--- config.mk ---
export PLATFORM = sky130hd
export DESIGN_NAME = phase_sequencer
export DESIGN_NICKNAME = d
export VERILOG_FILES = /design/src/rtl/phase_sequencer.sv
export SDC_FILE = /design/constraint.sdc
export NUM_CORES = 1
export LEC_CHECK = 0
export CORE_MARGIN = 1.5
export CORE_UTILIZATION = 45
export DETAILED_ROUTE_END_ITERATION = 12
export PLACE_DENSITY = 0.78
export SYNTH_ARGS = -nofsm -noshare
export SYNTH_HDL_FRONTEND = slang
export SYNTH_SLANG_ARGS = --single-unit
--- constraint.sdc ---
create_clock -name clk -period 3.3 [get_ports clk]
set_input_delay 0.825 -clock clk [delete_from_list [all_inputs] [get_ports clk]]
set_output_delay 0.825 -clock clk [all_outputs]
set_load 0.01 [all_outputs]
--- src/rtl/phase_sequencer.sv ---
// phase_sequencer: one-hot phase strobe generator with start/halt/stall control and retired-instruction count (SINGLE_STEP_EN adds a step/pause mode)
module phase_sequencer #(
  parameter int NUM_PHASES = 4,
  parameter int OPC_W = 5,
  parameter logic [OPC_W-1:0] HALT_OPC = 5'b11111,
  parameter int CNT_W = 16
) (
  input  logic                  clk,
  input  logic                  rst_n,
  input  logic                  start,
  input  logic                  halt_req,
  input  logic                  stall,
  input  logic [OPC_W-1:0]      opcode,
  output logic [NUM_PHASES-1:0] T,
  output logic                  running,
  output logic                  halted,
  output logic                  instr_done,
  output logic [CNT_W-1:0]      instr_cnt
`ifdef SINGLE_STEP_EN
  ,
  input  logic                  step_mode,
  input  logic                  step
`endif
);
  localparam int PW = (NUM_PHASES > 2) ? $clog2(NUM_PHASES) : 1;
  typedef enum logic [1:0] {
    IDLE,
    RUN,
    HALT
`ifdef SINGLE_STEP_EN
    , PAUSE
`endif
  } state_t;
  state_t state_q, state_d;
  logic [PW-1:0] phase_q, phase_d;
  logic [CNT_W-1:0] instr_cnt_q, instr_cnt_d;
  logic halt_pend_q, halt_pend_d;
  logic last;
  assign last = phase_q == PW'(NUM_PHASES - 1);
  assign T = (state_q == RUN) ? NUM_PHASES'(1) << phase_q : '0;
  assign running = state_q == RUN;
  assign halted = state_q == HALT;
  assign instr_cnt = instr_cnt_q;
  // State register; reset drops everything immediately, even mid-instruction
  always_ff @(posedge clk or negedge rst_n) begin
    if (!rst_n) begin
      state_q <= IDLE;
      phase_q <= '0;
      instr_cnt_q <= '0;
      halt_pend_q <= 1'b0;
    end else begin
      state_q <= state_d;
      phase_q <= phase_d;
      instr_cnt_q <= instr_cnt_d;
      halt_pend_q <= halt_pend_d;
    end
  end
  // Next-state logic: phases advance unless stalled; the final phase is the instruction boundary
  always_comb begin
    state_d = state_q;
    phase_d = phase_q;
    instr_cnt_d = instr_cnt_q;
    halt_pend_d = halt_pend_q;
    instr_done = (state_q == RUN) && last && !stall;
    case (state_q)
      IDLE, HALT: begin
        if (start) begin
          state_d = RUN;
          phase_d = '0;
        end
      end
      RUN: begin
        if (halt_req) halt_pend_d = 1'b1;
        if (!stall) begin
          if (last) begin
            instr_cnt_d = instr_cnt_q + 1'b1;
            phase_d = '0;
            if (halt_pend_q || halt_req || opcode == HALT_OPC) begin
              state_d = HALT;
              halt_pend_d = 1'b0;
            end
`ifdef SINGLE_STEP_EN
            else if (step_mode) state_d = PAUSE;
`endif
          end else begin
            phase_d = phase_q + 1'b1;
          end
        end
      end
`ifdef SINGLE_STEP_EN
      PAUSE: begin
        if (halt_req) state_d = HALT;
        else if (step) begin
          state_d = RUN;
          phase_d = '0;
        end
      end
`endif
      default: state_d = IDLE;
    endcase
  end
endmodule
==> flow_metrics.py <==
metrics = {
    "clock_tree": {
        "clk_latency_ps": 300,
        "htree_num_levels": 1,
        "postCtsHoldBufs": 0,
        "cts_buffers": 3,
        "root_buffer": "clkbuf_4",
        "cts.path.max_buffers": 2,
        "tritoncts": "done",
        "path_clk_slew_ps": 120,
        "cts_setup_buffers": 0,
        "cts_sinks": 21,
        "postCtsResizedCells": 0,
    },
    "floorplan": {
        "start_util": 0.473,
        "core_area_um2": 2210,
        "die_area_um2": 2630,
        "die_h_um": 51.2,
        "die_w_um": 51.2,
        "placementRows": 17,
        "ioPinCount": 33,
    },
    "grt": {
        "first_global_vias": 832,
        "grt_max_degree": 22,
        "grt_pass1_wl_um": 3480,
        "grt_usage": 0.178,
        "antenna_found_initial": 0,
        "overflow": 0,
    },
    "min_path": {
        "min_path_type": "flop to flop",
    },
    "timing": {
        "hold_violations": 0,
        "drv_slew": 0,
        "rsz0062_at_grt": "false",
        "min_period_ps": 2950,
        "tightest_slew_ps": 915,
        "skew_ps": 8.22,
        "min_period_over_period": 0.895,
        "fin_setup_tns_ps": 0,
        "finalSetupViolCount": 0,
        "fmaxAchievable_mhz": 339,
        "slew_headroom": 0.388,
    },
    "power": {
        "seqPwrFrac": 0.476,
        "leakagePower_nw": 0.623,
        "switchingPower_mw": 0.226,
        "netSwitchingFraction": 0.320,
        "p_int_mw": 0.481,
        "pwr-share-comb": 0.351,
        "clkPwrFrac": 0.172,
        "peakVddDrop_mv": 0.313,
        "cellPowerDensity_nw_per_um2": 502,
    },
    "critical_path": {
        "reg2reg_setup_slack_ps": 1470,
        "critPathMostFrequentCell": "clkdlybuf4s50_1",
        "worstPathRequired_ps": 2470,
        "crit_type": "input port to primary output",
        "endpoint_kind": "primary output",
        "path_max_fanout": 4,
        "slowest_delay_ps": 540,
        "cp-start-kind": "input port",
        "cp_data_arrival_time_ps": 2130,
        "slowest_stage": "clkdlybuf4s50_1",
        "crit_chain": "clkdlybuf4s50_1, and4bb_1, clkdlybuf4s50_1",
    },
    "detailed_routing": {
        "avgRoutedWirePerCell_um": 12.6,
        "drt-pass1-iter-count": 2,
        "antenna_left": 0,
        "drt_wl_total_um": 1990,
        "via_count": 803,
        "drc_errors": 0,
        "drt_iter0_drc": 2,
        "viasPerCell": 5.08,
    },
    "synth": {
        "yosysMostFrequentCell": "dfrtp_1",
        "ys_ff_latch": 21,
        "synth-main-ff-cell": "dfrtp_1",
        "yosys.area.top_type": "dfrtp_1",
        "synth_area_um2": 1050,
        "synth_edf_count": 0,
        "ys_async_sr_fraction": 1.00,
        "synthCells": 96,
        "synth_common_cells": "dfrtp_1, xnor2_1, nand2_1",
        "synth_top_area_frac": 0.502,
        "syn_area_per_cell_um2": 10.9,
        "syn-num-nets": 111,
        "synth_area_leaders": "dfrtp_1, xnor2_1, ha_1",
        "yosys.cell_types.count": 27,
        "seq_area_frac_synth": 0.502,
        "yosysWarnings": 0,
    },
    "placement": {
        "dp_hpwl_um": 1580,
        "placed_area_um2": 1380,
        "gp_congestion": 0.729,
        "numPortBuffers": 32,
    },
    "run": {
        "cap_viol_max_count": 0,
    },
    "finish": {
        "multiInputGateArea_um2": 475,
        "drive_gt1_frac": 0.0692,
        "final_core_util": 0.637,
        "area_growth_pct": 34.5,
        "finalInstanceArea_um2": 1410,
        "seqCellArea_um2": 526,
        "nNetsFinal": 146,
        "antenna_cells": 0,
        "n_fill_cell": 212,
    },
    "run_status": {
        "status": "complete, no violations",
    },
}
## area by class of cell
type / count / share of cell area
timing repair buffer: 33 / 0.233
tap: 28 / 0.0249
clock buffer: 4 / 0.0187
sequential: 21 / 0.373
inverter: 5 / 0.0133
multi-input combinational: 67 / 0.337
## cell usage in the layout, fill, tap and decap left out, types with 3 or more instances in the layout
master and n:
and2_1 4, clkbuf_4 3, clkdlybuf4s50_1 32, dfrtp_1 21
ha_1 5, inv_1 5, nand2_1 7, nand3_1 6
nand4_1 3, nor2_1 5, o21ai_0 4, xnor2_1 13
## worst paths after layout
path | startpoint | cells past startpoint | endpoint
setup / recovery | stall | 3 | instr_done
hold / removal | instr_cnt[15] | 1 | instr_cnt[15]
setup reg to reg | phase_q[0] | 6 | instr_cnt[7]
hold reg to reg | instr_cnt[15] | 1 | instr_cnt[15]
max in group asynchronous | rst_n | 1 | state_q[0]
min in group asynchronous | rst_n | 1 | instr_cnt[9]
## sequential cells by signal, indices dropped and copies added (netlist names)
register,flops
halt_pend_q,1
instr_cnt,16
phase_q,2
state_q,2
## critical path: cells and delay by family
| kind | cells | cell delay [ps] |
|---|---|---|
| buffers and inverters | 2 | 990 |
| and+or+nand+nor | 1 | 310 |
## metal layers
metal	GRT usage	routed length, um
met3	0.0263	88
met2	0.351	1080
met5	0	0
met4	0.0658	18
met1	0.188	810
## through the flow
step / cells / setup WS [ps] / total power [mW] / hold slack (ps)
detailed placement: 154 / 334 / 0.594 / 462
CTS: 158 / 335 / 0.716 / 483
floorplan: 96 / 1270 / 0.460 / 463
global route: 158 / 310 / 0.764 / 509
finish: 158 / 347 / 0.707 / 478
global placement: 154 / 355 / 0.584 / 459
## cells by family after synthesis
group / synth area share
compound gates: 0.0609
xor+xnor: 0.125
fa+ha+maj: 0.0597
buf+inv: 0.0442
simple gates: 0.208
flops: 0.502
## power by group through the flow
stage / logic (mW) / registers [mW] / clock network, mW
global route: 0.282 / 0.344 / 0.138
finish: 0.248 / 0.337 / 0.122
CTS: 0.253 / 0.337 / 0.126
floorplan: 0.123 / 0.337 / 0
global placement: 0.246 / 0.338 / 0
detailed placement: 0.253 / 0.341 / 0
(Power assumes the default switching activity.)
